--- config.mk ---
export PLATFORM = sky130hd
export DESIGN_NAME = uart_rx_deframer
export DESIGN_NICKNAME = d
export VERILOG_FILES = /design/src/rtl/deframer_pkg.sv /design/src/rtl/rdy_edge_sync.sv /design/src/rtl/uart_rx_deframer.sv
export SDC_FILE = /design/constraint.sdc
export NUM_CORES = 1
export LEC_CHECK = 0
export BUFFER_PORTS_ARGS = -buffer_cell sky130_fd_sc_hd__buf_2
export CAP_MARGIN = 40
export CORE_ASPECT_RATIO = 1.5
export CORE_MARGIN = 3
export CORE_UTILIZATION = 59
export CTS_CLUSTER_DIAMETER = 200
export DETAILED_ROUTE_END_ITERATION = 10
export PLACE_DENSITY = 0.88
export SYNTH_ARGS = -nofsm -noshare
export SYNTH_HDL_FRONTEND = slang
export SYNTH_SLANG_ARGS = --single-unit
--- constraint.sdc ---
create_clock -name clk -period 3.7 [get_ports clk]
set_input_delay 0.185 -clock clk [delete_from_list [all_inputs] [get_ports clk]]
set_output_delay 0.185 -clock clk [all_outputs]
set_load 0.01 [all_outputs]
--- src/rtl/deframer_pkg.sv ---
// Shared types for the UART receive deframer: FSM state encoding, error codes
// and the default frame start marker.
package deframer_pkg;

    typedef enum logic [2:0] {
        StHunt,
        StLenHi,
        StLenLo,
        StPayload,
        StCsum
    } state_e;

    typedef enum logic [1:0] {
        ERR_NONE    = 2'd0,
        ERR_LEN     = 2'd1,
        ERR_CSUM    = 2'd2,
        ERR_TIMEOUT = 2'd3
    } err_code_e;

    localparam logic [7:0] DEFAULT_SYNC_BYTE = 8'hA5;

endpackage

--- src/rtl/rdy_edge_sync.sv ---
// Input capture for the deframer: brings the asynchronous receiver ready level into
// the clk domain, detects its rising edge and registers the byte once per edge.
// byte_stb is a single-cycle pulse three clk edges after rx_rdy rises.
module rdy_edge_sync (
    input  logic       clk,
    input  logic       rst_n,
    input  logic       rx_rdy,
    input  logic [7:0] rx_data,
    output logic       byte_stb,
    output logic [7:0] byte_data
);

    logic       sync1_q;
    logic       sync2_q;
    logic       prev_q;
    logic       stb_q;
    logic [7:0] data_q;
    logic       rise;

    assign rise = sync2_q & ~prev_q;

    // Two-flop synchronizer, edge history and data capture on a detected rise.
    always_ff @(posedge clk) begin
        if (!rst_n) begin
            sync1_q <= 1'b0;
            sync2_q <= 1'b0;
            prev_q  <= 1'b0;
            stb_q   <= 1'b0;
            data_q  <= 8'h00;
        end else begin
            sync1_q <= rx_rdy;
            sync2_q <= sync1_q;
            prev_q  <= sync2_q;
            stb_q   <= rise;
            // rx_data has been stable since before rx_rdy rose, so it is safe here.
            if (rise) begin
                data_q <= rx_data;
            end
        end
    end

    assign byte_stb  = stb_q;
    assign byte_data = data_q;

endmodule

--- src/rtl/uart_rx_deframer.sv ---
// Parses sync / 16-bit length / payload / checksum frames from the UART byte
// stream and writes the payload into the image buffer. Payload writes are
// speculative; only frame_done marks the buffer contents as good.
// Optional inter-byte timeout is enabled by defining DEFRAMER_TIMEOUT_EN.
module uart_rx_deframer
    import deframer_pkg::*;
#(
    parameter int unsigned MAX_LEN   = 784,
    parameter int unsigned ADDR_W    = 10,
    parameter logic [7:0]  SYNC_BYTE = DEFAULT_SYNC_BYTE
`ifdef DEFRAMER_TIMEOUT_EN
    ,
    parameter int unsigned TIMEOUT_CYCLES = 5_000_000
`endif
) (
    input  logic              clk,
    input  logic              rst_n,
    input  logic              rx_rdy,
    input  logic [7:0]        rx_data,
    output logic              wr_en,
    output logic [ADDR_W-1:0] wr_addr,
    output logic [7:0]        wr_data,
    output logic              frame_done,
    output logic [ADDR_W:0]   frame_len,
    output logic              frame_err,
    output logic [1:0]        err_code,
    output logic              busy
);

    localparam logic [15:0] MaxLen = 16'(MAX_LEN);

    logic              byte_stb;
    logic [7:0]        byte_data;

    state_e            state_q, state_d;
    logic [15:0]       len_q, len_d;
    logic [15:0]       len_full;
    logic [ADDR_W-1:0] addr_q, addr_d;
    logic [ADDR_W:0]   count_w;
    logic [7:0]        sum_q, sum_d;

    logic              wr_en_q, wr_en_d;
    logic [ADDR_W-1:0] wr_addr_q, wr_addr_d;
    logic [7:0]        wr_data_q, wr_data_d;
    logic              done_q, done_d;
    logic              err_q, err_d;
    logic [ADDR_W:0]   frame_len_q, frame_len_d;
    err_code_e         err_code_q, err_code_d;

    rdy_edge_sync u_sync (
        .clk       (clk),
        .rst_n     (rst_n),
        .rx_rdy    (rx_rdy),
        .rx_data   (rx_data),
        .byte_stb  (byte_stb),
        .byte_data (byte_data)
    );

    // Full length as it will be once the low byte lands this cycle.
    assign len_full = {len_q[15:8], byte_data};
    // Number of payload bytes written including the current one.
    assign count_w  = {1'b0, addr_q} + (ADDR_W + 1)'(1);

`ifdef DEFRAMER_TIMEOUT_EN
    // The strobe cycle and the registered error each take one cycle, so firing at
    // TIMEOUT_CYCLES-2 puts frame_err exactly TIMEOUT_CYCLES after byte_stb.
    localparam logic [31:0] TmoLast = 32'(TIMEOUT_CYCLES - 2);

    logic [31:0] tmo_q, tmo_d;
    logic        tmo_hit;

    assign tmo_hit = (state_q != StHunt) && !byte_stb && (tmo_q == TmoLast);

    // Inter-byte counter: cleared by any byte or while hunting, else counts up.
    always_comb begin
        tmo_d = tmo_q + 32'd1;
        if (byte_stb || state_q == StHunt) begin
            tmo_d = 32'd0;
        end
    end

    // Inter-byte counter register.
    always_ff @(posedge clk) begin
        if (!rst_n) begin
            tmo_q <= 32'd0;
        end else begin
            tmo_q <= tmo_d;
        end
    end
`endif

    // Frame parser: next state, length/address/checksum tracking and outputs.
    always_comb begin
        state_d     = state_q;
        len_d       = len_q;
        addr_d      = addr_q;
        sum_d       = sum_q;
        wr_en_d     = 1'b0;
        wr_addr_d   = wr_addr_q;
        wr_data_d   = wr_data_q;
        done_d      = 1'b0;
        err_d       = 1'b0;
        frame_len_d = frame_len_q;
        err_code_d  = err_code_q;

        if (byte_stb) begin
            unique case (state_q)
                StHunt: begin
                    if (byte_data == SYNC_BYTE) begin
                        state_d = StLenHi;
                    end
                end
                StLenHi: begin
                    len_d[15:8] = byte_data;
                    state_d     = StLenLo;
                end
                StLenLo: begin
                    len_d = len_full;
                    if (len_full == 16'd0 || len_full > MaxLen) begin
                        err_d      = 1'b1;
                        err_code_d = ERR_LEN;
                        state_d    = StHunt;
                    end else begin
                        addr_d  = '0;
                        sum_d   = 8'h00;
                        state_d = StPayload;
                    end
                end
                StPayload: begin
                    wr_en_d   = 1'b1;
                    wr_addr_d = addr_q;
                    wr_data_d = byte_data;
                    addr_d    = addr_q + ADDR_W'(1);
                    sum_d     = sum_q + byte_data;
                    if (count_w == len_q[ADDR_W:0]) begin
                        state_d = StCsum;
                    end
                end
                StCsum: begin
                    if (byte_data == sum_q) begin
                        done_d      = 1'b1;
                        frame_len_d = len_q[ADDR_W:0];
                        err_code_d  = ERR_NONE;
                    end else begin
                        err_d      = 1'b1;
                        err_code_d = ERR_CSUM;
                    end
                    state_d = StHunt;
                end
                default: begin
                    state_d = StHunt;
                end
            endcase
        end
`ifdef DEFRAMER_TIMEOUT_EN
        else if (tmo_hit) begin
            err_d      = 1'b1;
            err_code_d = ERR_TIMEOUT;
            state_d    = StHunt;
        end
`endif
    end

    // State and output registers; reset clears everything, including mid-frame.
    always_ff @(posedge clk) begin
        if (!rst_n) begin
            state_q     <= StHunt;
            len_q       <= 16'h0000;
            addr_q      <= '0;
            sum_q       <= 8'h00;
            wr_en_q     <= 1'b0;
            wr_addr_q   <= '0;
            wr_data_q   <= 8'h00;
            done_q      <= 1'b0;
            err_q       <= 1'b0;
            frame_len_q <= '0;
            err_code_q  <= ERR_NONE;
        end else begin
            state_q     <= state_d;
            len_q       <= len_d;
            addr_q      <= addr_d;
            sum_q       <= sum_d;
            wr_en_q     <= wr_en_d;
            wr_addr_q   <= wr_addr_d;
            wr_data_q   <= wr_data_d;
            done_q      <= done_d;
            err_q       <= err_d;
            frame_len_q <= frame_len_d;
            err_code_q  <= err_code_d;
        end
    end

    assign wr_en      = wr_en_q;
    assign wr_addr    = wr_addr_q;
    assign wr_data    = wr_data_q;
    assign frame_done = done_q;
    assign frame_err  = err_q;
    assign frame_len  = frame_len_q;
    assign err_code   = err_code_q;
    assign busy       = (state_q != StHunt);

endmodule

==> results_dict.tcl, run 1 <==
set metrics [dict create \
    cts_setup_buffers 0 \
    synth_area_sq_um 3869 \
    cts_sinks 83 \
    antenna_found_initial 0 \
    cts_tree "yes" \
    irDropWorstVdd_v 0.0002353 \
    fmaxAchievable_mhz 373.9 \
    ys_seq_area_share_pct 42.95 \
    synthArstFlopShare_pct 0 \
    drc 0 \
    power_density_nw_per_um2 384.8 \
    reg2reg_slack_ns 1.03 \
    cts.clk_slew.worst_paths_ns 0.09 \
    synth-seq-cells 83 \
    path_buf_inv 0 \
    slew_viol_final 0 \
    path_delay_family "simple AND/OR/NAND/NOR gates" \
    h-tree-depth 3 \
    die-area_sq_um 7585 \
    port_buffers 45 \
    mostFrequentLayoutCells "nand2_1, dfxtp_1, a21oi_1" \
    cp.arrival_ns 2.89 \
    dp_cells 555 \
    fp.dieH_um 105.2 \
    r2r-end "frame_len[1]$_SDFFE_PN0P_" \
    synth.distinct_cells 58 \
    grt.total_usage_pct 27.14 \
    drtIter0Drc 285 \
    clk_latency_ns 0.36 \
    status "completed" \
    area_growth_pct 11.06 \
    reg2reg_from "u_sync.byte_data[1]$_SDFFE_PN0P_" \
    start_util_pct 61.78 \
    core_sq_um 6262 \
    crit_path_end_kind "flop" \
    critPathKind "flop to flop" \
    io_pins 46 \
    drt-pass1-iter-count 5 \
    grt_pass1_wl_um 16100 \
    tightest_slew_ns 0.9107 \
    grt_max_degree 34 \
    crit_chain "ha_1 -> or4_1 -> a211o_1 -> or2_1 -> mux2i_1 -> nor2_1" \
    holdPathEnd "u_sync.sync1_q$_SDFF_PN0_" \
    gp_congestion 0.9428 \
    nNetsFinal 512 \
    fin_skew_ns 0.006468 \
    fin_setup_tns_ns 0 \
    dr_total_vias 3450 \
    hold_slack_ns 0.02198 \
    synth_ff_type "dfxtp_1" \
    syn_inst 462 \
    numCtsBuffers 9 \
    std_cell_rows 35 \
    hpwl_um 6864 \
    drive_gt1_share_pct 15.49 \
    period_needed_ns 2.675 \
    leakagePower_nw 1.814 \
    cts_root_buffer "clkbuf_8" \
    period_share_pct 72.28 \
    final_common_cell "nand2_1" \
    synthesis.nets 482 \
    finalHoldViolCount 0 \
    diodes 0 \
    fin_cells 571 \
    syn_area_per_cell_sq_um 8.374 \
    setup_viol_count_final 0 \
    worstRegToRegCells 6 \
    synth_edf_count 0 \
    cap_violations 0 \
    max_stage_delay_ns 0.54 \
    clockBufferDepth 2 \
    hp-start "rx_rdy" \
    detail-route-antenna-nets 0 \
    die_w_um 72.12 \
    grt_pass1_vias 3389 \
    postCtsHoldBufs 0 \
    wl_per_cell_um 17.01 \
    hold_class "primary input to flop" \
    ctsResizeCount 0 \
    overflow 0 \
    critPathSlowestCell "dfxtp_1" \
    yosys_warnings 0 \
    start_kind "flop" \
    rsz0062_at_grt "false" \
    critPathMaxFanout 13 \
    required_ns 3.92 \
    drt_wl_total_um 9712 \
    avgViaCountPerCell 6.042 \
    maxSlewHeadroom_pct 38.82 \
    hold_depth 2 \
]
## kinds of logic after synthesis
group | synth area share (%)
fa+ha+maj | 3.105
simple gates | 22.19
xor+xnor | 3.622
buf+inv | 4.754
compound gates | 18.43
flops | 42.95
mux | 4.948
## Yosys cell counts (all sizes together), types with 6 or more instances
master | number | area share [%]
xnor2 | 10 | 2.3
a21oi | 53 | 6.9
nor2 | 44 | 4.3
clkbuf | 19 | 1.8
buf | 11 | 1.9
a31oi | 10 | 1.6
nor2b | 7 | 1.1
nand3 | 8 | 1.0
xor2 | 6 | 1.4
and3 | 7 | 1.1
or3 | 6 | 0.97
o21ai | 10 | 1.4
inv | 9 | 0.87
ha | 8 | 2.6
nand2 | 88 | 8.5
mux2i | 18 | 4.7
dfxtp | 83 | 43
## worst max path at each step
stage	from	to	slack [ns]	cells past startpoint
2_1_floorplan	u_sync.byte_data[1]$_SDFFE_PN0P_	frame_len[3]$_SDFFE_PN0P_	1.40	8
3_3_place_gp	u_sync.byte_data[1]$_SDFFE_PN0P_	frame_len[10]$_SDFFE_PN0P_	1.21	6
3_5_place_dp	u_sync.byte_data[1]$_SDFFE_PN0P_	frame_len[4]$_SDFFE_PN0P_	1.17	6
4_1_cts	u_sync.byte_data[1]$_SDFFE_PN0P_	frame_len[1]$_SDFFE_PN0P_	1.06	6
5_1_grt	u_sync.byte_data[1]$_SDFFE_PN0P_	frame_len[1]$_SDFFE_PN0P_	0.93	6
6_report	u_sync.byte_data[1]$_SDFFE_PN0P_	frame_len[1]$_SDFFE_PN0P_	1.03	6
## routing by layer
metal  part of all wire, %  global-route usage, %
met1                    37                  28.90
met2                    52                  46.02
met3                   6.0                  6.160
met4                   5.3                  18.55
met5                     0                      0
## per-stage QoR
| step | area [sq um] | utilization, % | setup slack (ns) | total power (W) |
|---|---|---|---|---|
| 4_1_cts | 4297 | 68.61 | 1.057 | 0.001663 |
| 6_report | 4297 | 68.61 | 1.025 | 0.001653 |
| 3_5_place_dp | 4090 | 65.31 | 1.172 | 0.0009895 |
| 5_1_grt | 4297 | 68.61 | 0.9312 | 0.001703 |
| 3_3_place_gp | 4055 | 64.76 | 1.213 | 0.0009837 |
| 2_1_floorplan | 3869 | - | 1.400 | 0.0009690 |
## power breakdown
part / internal [W] / total [W] / switching, W
combinational: 0.0000266 / 0.0000637 / 0.0000372
sequential: 0.000897 / 0.000906 / 0.00000888
clock: 0.000336 / 0.000684 / 0.000348
## final cells by class
type,instances,area [sq um]
repair buffers,49,275.3
inverters,10,37.54
flip-flops and latches,83,1662
well taps,74,92.59
multi-input cells,339,2023
clock buffers,10,137.6
clock inverters,6,68.82
fillers,508,1966
## sequential cells by signal, summed over array words and instances, names as in the netlist
name / cells
u_sync.byte_data: 8
state_q: 3
u_sync.sync2_q: 1
frame_done: 1
wr_addr: 10
u_sync.byte_stb: 1
addr_q: 10
u_sync.prev_q: 1
frame_len: 11
len_q: 16
sum_q: 8
u_sync.sync1_q: 1
frame_err: 1
wr_en: 1
err_code: 2
wr_data: 8
No activity file was read; power rests on OpenSTA's default activity.
==> run 2, diff against run 1 <==
--- a/config.mk
+++ b/config.mk
@@ -9,10 +9,10 @@
 export CAP_MARGIN = 40
 export CORE_ASPECT_RATIO = 1.5
 export CORE_MARGIN = 3
-export CORE_UTILIZATION = 59
+export CORE_UTILIZATION = 52
 export CTS_CLUSTER_DIAMETER = 200
 export DETAILED_ROUTE_END_ITERATION = 10
-export PLACE_DENSITY = 0.88
+export PLACE_DENSITY = 0.82
 export SYNTH_ARGS = -nofsm -noshare
 export SYNTH_HDL_FRONTEND = slang
 export SYNTH_SLANG_ARGS = --single-unit
==> constraint.sdc (replaced) <==
create_clock -name clk -period 2.2 [get_ports clk]
set_input_delay 0.11 -clock clk [delete_from_list [all_inputs] [get_ports clk]]
set_output_delay 0.11 -clock clk [all_outputs]
set_load 0.01 [all_outputs]
==> run 2 against run 1 <==
Effect of this change: the run now ends with hold timing, setup timing left; die area rose by 12%; sequential share of layout area decreased by 3.7 points; design area up 11%; maximum frequency increased by 21%; sequential cell count unchanged; clock power grew 54%; first-iteration DRC count rose by 13%; clock-buffer cell count decreased by 1; sequential power increased by 67%; highest routed layer unchanged.
==> results_dict.tcl, run 2 (synthesis gave the netlist of run 1 again) <==
set metrics [dict create \
    irDropWorstVdd_v 0.0005846 \
    start_util_pct 54.98 \
    dp_cells 611 \
    critPathKind "flop to flop" \
    grt_pass1_wl_um 17190 \
    cts_root_buffer "clkbuf_8" \
    reg2reg_slack_ns -0.002 \
    h-tree-depth 3 \
    finalHoldViolCount 1 \
    port_buffers 45 \
    maxSlewHeadroom_pct 68.47 \
    die-area_sq_um 8532 \
    avgViaCountPerCell 5.768 \
    period_share_pct 100.1 \
    core_sq_um 7037 \
    reg2reg_from "u_sync.byte_data[1]$_SDFFE_PN0P_" \
    period_needed_ns 2.202 \
    pwr-share-comb_pct 5.8 \
    fin_skew_ns 0.01165 \
    drtIter0Drc 322 \
    regMostFlops "len_q" \
    hpwl_um 7404 \
    drt_wl_total_um 10740 \
    diodes 0 \
    hp-start "rx_data[1]" \
    crit_path_end_kind "flop" \
    nFillCells 561 \
    finalPower_w 0.002723 \
    clockBufferDepth 2 \
    leakagePower_nw 2.023 \
    grt_max_degree 26 \
    cap_violations 0 \
    start_kind "flop" \
    cts_sinks 83 \
    slew_viol_final 0 \
    clk_latency_ns 0.37 \
    drt-pass1-iter-count 5 \
    critPathMaxFanout 7 \
    cp.arrival_ns 2.44 \
    critPathLaunch "u_sync.byte_data[1]$_SDFFE_PN0P_" \
    hold_class "primary input to flop" \
    antenna_found_initial 0 \
    switching_share_pct 26.29 \
    drc 0 \
    grt.total_usage_pct 24.87 \
    p_clk_share_pct 38.6 \
    drive_gt1_share_pct 24.40 \
    fin_ws_ns -0.002202 \
    power_density_nw_per_um2 570.4 \
    required_ns 2.44 \
    hold_slack_ns -0.002598 \
    nNetsFinal 556 \
    detail-route-antenna-nets 0 \
    p_int_w 0.002007 \
    final_common_cell "nand2_1" \
    wl_per_cell_um 16.83 \
    gp_congestion 0.8770 \
    cts.clk_slew.worst_paths_ns 0.09 \
    io_pins 46 \
    cts_tree "yes" \
    fmaxAchievable_mhz 454.1 \
    mostFrequentLayoutCells "nand2_1, dfxtp_1, a21oi_1" \
    setup_viol_count_final 1 \
    violations "hold timing, setup timing" \
    overflow 0 \
    switching_power_w 0.0007158 \
    tightest_slew_ns 0.4722 \
    rsz0062_at_grt "true" \
    grt_pass1_vias 3636 \
    die_w_um 76.43 \
    fp.dieH_um 111.6 \
    numCtsBuffers 9 \
    fin_cells 638 \
    area_growth_pct 23.38 \
    status "finished, violations left" \
    dr_total_vias 3680 \
    largest_reg_flops 16 \
    std_cell_rows 37 \
    power.sequential.fraction_pct 55.6 \
]
[run 2: power by group through the flow]
stage / Clock (W) / Combinational, W / Sequential (W)
2_1_floorplan: 0 / 0.0000785 / 0.00155
3_3_place_gp: 0 / 0.000133 / 0.00155
3_5_place_dp: 0 / 0.000136 / 0.00155
4_1_cts: 0.00105 / 0.000146 / 0.00151
5_1_grt: 0.00111 / 0.000171 / 0.00151
6_report: 0.00105 / 0.000159 / 0.00151
[run 2: per-layer routing]
layer  vias up  part of all wire [%]  GRT usage, %
met3        46                   4.6         3.964
met5         -                     0             0
li1       1745                     -             -
met4         0                   5.2         15.11
met2       145                    54         45.92
met1      1744                    37         26.03
[run 2: cell type report]
| class | count | area [sq um] | share of cell area, % |
|---|---|---|---|
| Timing Repair Buffer | 93 | 633.1 | 13.26 |
| Tap cell | 97 | 121.4 | 2.543 |
| Multi-Input combinational cell | 339 | 2130 | 44.61 |
| Inverter | 10 | 37.54 | 0.7864 |
| Clock inverter | 7 | 56.30 | 1.180 |
| Clock buffer | 9 | 123.9 | 2.595 |
| Sequential cell | 83 | 1672 | 35.02 |
[run 2: path summary, 6_finish.rpt]
| check | endpoint | cells past startpoint |
|---|---|---|
| worst max-delay path | frame_len[0]$_SDFFE_PN0P_ | 7 |
| worst min-delay path | u_sync.byte_data[1]$_SDFFE_PN0P_ | 3 |
| worst min register to register | u_sync.byte_stb$_SDFF_PN0_ | 1 |
| worst max register to register | frame_len[0]$_SDFFE_PN0P_ | 7 |
[run 2: per-stage QoR]
step | util (%) | setup slack (ns) | area [sq um] | TNS [ns]
finish | 67.83 | -0.002202 | 4773 | -0.002202
global route | 67.83 | -0.07189 | 4773 | -0.7306
CTS | 65.77 | 0.002366 | 4628 | 0
detailed placement | 62.14 | -0.02179 | 4373 | -0.02179
global placement | 62.14 | 0.08493 | 4373 | 0
floorplan | - | 0.008681 | 3882 | 0
[run 2: what timing repair did]
action,in CTS,in global routing
endpoints found under the setup margin,1,20
buffers inserted,0,3
hold buffers,7,0
pin swaps,1,7
endpoints found under the hold margin,7,0
cloned,0,1
gates resized for setup,2,19
[run 2: worst max-delay path, cell delays in order (launching register included)]
cell,delay (ns)
dfxtp_2,0.35
ha_4,0.23
or4_4,0.52
a211o_1,0.30
or2_4,0.30
buf_12,0.16
mux2i_4,0.16
nor2_1,0.06
==> run 3, diff against run 2 <==
--- a/config.mk
+++ b/config.mk
@@ -7,12 +7,13 @@
 export LEC_CHECK = 0
 export BUFFER_PORTS_ARGS = -buffer_cell sky130_fd_sc_hd__buf_2
 export CAP_MARGIN = 40
-export CORE_ASPECT_RATIO = 1.5
+export CORE_ASPECT_RATIO = 0.7
 export CORE_MARGIN = 3
 export CORE_UTILIZATION = 52
 export CTS_CLUSTER_DIAMETER = 200
 export DETAILED_ROUTE_END_ITERATION = 10
 export PLACE_DENSITY = 0.82
+export SLEW_MARGIN = 15
 export SYNTH_ARGS = -nofsm -noshare
 export SYNTH_HDL_FRONTEND = slang
 export SYNTH_SLANG_ARGS = --single-unit
==> run 3 against run 2 <==
Effect of this change: the flow now finishes without violations; combinational power fell by 6%; global-route usage rose by 1.2 points; die area barely moved; non-clock buffer count rose by 1; total power fell by 0.79%; clock-buffer cell count did not move; final cell count fell by 0.31%; first-iteration DRC count fell by 0.31%; highest routed layer unchanged.
==> results_dict.tcl, run 3 (synthesis gave the netlist of run 1 again) <==
set metrics [dict create \
    max_stage_delay_ns 0.42 \
    reg2reg_slack_ns 0.06 \
    regArea_sq_um 1668 \
    clk_latency_ns 0.36 \
    clockBufferDepth 2 \
    start_kind "flop" \
    drive_gt1_share_pct 22.88 \
    dr_total_vias 3700 \
    period_share_pct 97.33 \
    cts_sinks 83 \
    multi_input_area_sq_um 2063 \
    rsz0062_at_grt "false" \
    fp.dieH_um 78.17 \
    drtIter0Drc 321 \
    hold_class "primary input to flop" \
    largest_reg_flops 16 \
    pre_cts_ws_ns -0.02592 \
    mostFrequentLayoutCells "nand2_1, dfxtp_1, a21oi_1" \
    start_util_pct 55.46 \
    critPathMaxFanout 7 \
    crit_chain "buf_4 -> nor4_4 -> o21ai_2 -> a311oi_4 -> o211ai_4 -> nand2_1 -> a31oi_1" \
    detail-route-antenna-nets 0 \
    nFillCells 562 \
    numCtsBuffers 9 \
    cp.arrival_ns 2.38 \
    final_common_cell "nand2_1" \
    drt-pass1-iter-count 5 \
    required_ns 2.43 \
    std_cell_rows 25 \
    fmaxAchievable_mhz 467.0 \
    drc 0 \
    slew_viol_final 0 \
    io_pins 46 \
    setup_viol_count_final 0 \
    tightest_slew_ns 0.5993 \
    fin_skew_ns 0.008903 \
    grt.total_usage_pct 26.08 \
    crit_end "addr_q[2]$_SDFFE_PN0P_" \
    avgViaCountPerCell 5.818 \
    port_buffers 45 \
    die_w_um 109.1 \
    worstRegToRegCells 7 \
    diodes 0 \
    critPathKind "flop to flop" \
    reg2reg_from "u_sync.byte_data[1]$_SDFFE_PN0P_" \
    grt_pass1_wl_um 17190 \
    leakagePower_nw 2.031 \
    core_sq_um 6975 \
    status "completed" \
    area_growth_pct 21.09 \
    r2r-end "addr_q[2]$_SDFFE_PN0P_" \
    wl_per_cell_um 16.76 \
    maxSlewHeadroom_pct 59.99 \
    drt_wl_total_um 10660 \
    grt_pass1_vias 3427 \
    power_density_nw_per_um2 576.7 \
    die-area_sq_um 8527 \
    regMostFlops "len_q" \
    critPathLaunch "u_sync.byte_data[1]$_SDFFE_PN0P_" \
    crit_path_end_kind "flop" \
    fin_ws_ns 0.05868 \
    irDropWorstVdd_v 0.0003407 \
    cts.clk_slew.worst_paths_ns 0.09 \
    grt_max_degree 33 \
    nNetsFinal 557 \
    cts_tree "yes" \
    period_needed_ns 2.141 \
    cap_violations 0 \
    cts_root_buffer "clkbuf_8" \
    critPathSlowestCell "a311oi_4" \
    antenna_found_initial 0 \
    gp_congestion 0.8840 \
    overflow 0 \
    hpwl_um 7648 \
    finalHoldViolCount 0 \
    h-tree-depth 3 \
    hold_slack_ns 0.03035 \
]
==> run 3: cell count changes in the layout (fill, tap and decap cells not counted), moves of 2 or more <==
| cell | change |
|---|---|
| inv_6 | -2 |
| buf_4 | +2 |
| buf_6 | +2 |
| mux2i_1 | +2 |
| inv_8 | +2 |
==> run 3: worst max-delay path: cells and delay by family, from the launching register on <==
family / cells / cell delay, ns
simple gates: 2 / 0.67
compound gates: 4 / 0.83
flops: 1 / 0.34
buf+inv: 1 / 0.18
==> run 3: worst min path at each step <==
| stage | start | endpoint | slack [ns] | cells after the start |
|---|---|---|---|---|
| final | rx_data[6] | u_sync.byte_data[6]$_SDFFE_PN0P_ | 0.03 | 3 |
| after global routing | rx_data[6] | u_sync.byte_data[6]$_SDFFE_PN0P_ | 0.04 | 3 |
| after CTS | rx_data[6] | u_sync.byte_data[6]$_SDFFE_PN0P_ | 0.02 | 3 |
| after detailed placement | rx_rdy | u_sync.sync1_q$_SDFF_PN0_ | 0.33 | 2 |
| after global placement | rx_rdy | u_sync.sync1_q$_SDFF_PN0_ | 0.32 | 2 |
| after floorplan | rx_rdy | u_sync.sync1_q$_SDFF_PN0_ | 0.24 | 1 |
==> run 3: layer usage <==
metal	routed length [um]	track usage, %	vias to the layer above
met5	0	0	-
met4	203	9.962	0
met3	1252	6.163	22
met2	4450	37.38	216
met1	4751	37.71	1713
li1	-	-	1749
==> run 3: final cells by class <==
type,count,area share (%)
clock buffers,9,2.644
clock inverters,7,1.255
inverters,10,0.8013
multi-input cells,339,44.04
flip-flops and latches,83,35.60
well taps,94,2.511
repair buffers,94,13.14
==> run 3: timing repair <==
action / 4_1_cts / 5_1_grt
setup endpoints to repair: 10 / 11
pin swaps: 3 / 1
resized for setup: 5 / 4
endpoints found under the hold margin: 6 / 0
hold buffers: 6 / 0
setup buffers: 1 / 0
==> run 3: power breakdown <==
part / switching (W) / internal (W) / total, W
Sequential: 0.00000540 / 0.00151 / 0.00151
Clock: 0.000606 / 0.000432 / 0.00104
Combinational: 0.0000839 / 0.0000662 / 0.000150
Total: 0.000695 / 0.00201 / 0.00270
==> run 3: through the flow <==
stage	cells	area, sq um	TNS [ns]	total power [W]	util [%]
after detailed placement	613	4394	-0.03763	0.001682	63.00
after CTS	636	4668	0	0.002718	66.92
after global routing	636	4684	0	0.002795	67.16
final	636	4684	0	0.002701	67.16
after global placement	613	4394	0	0.001679	63.00
after floorplan	462	3882	0	0.001631	-
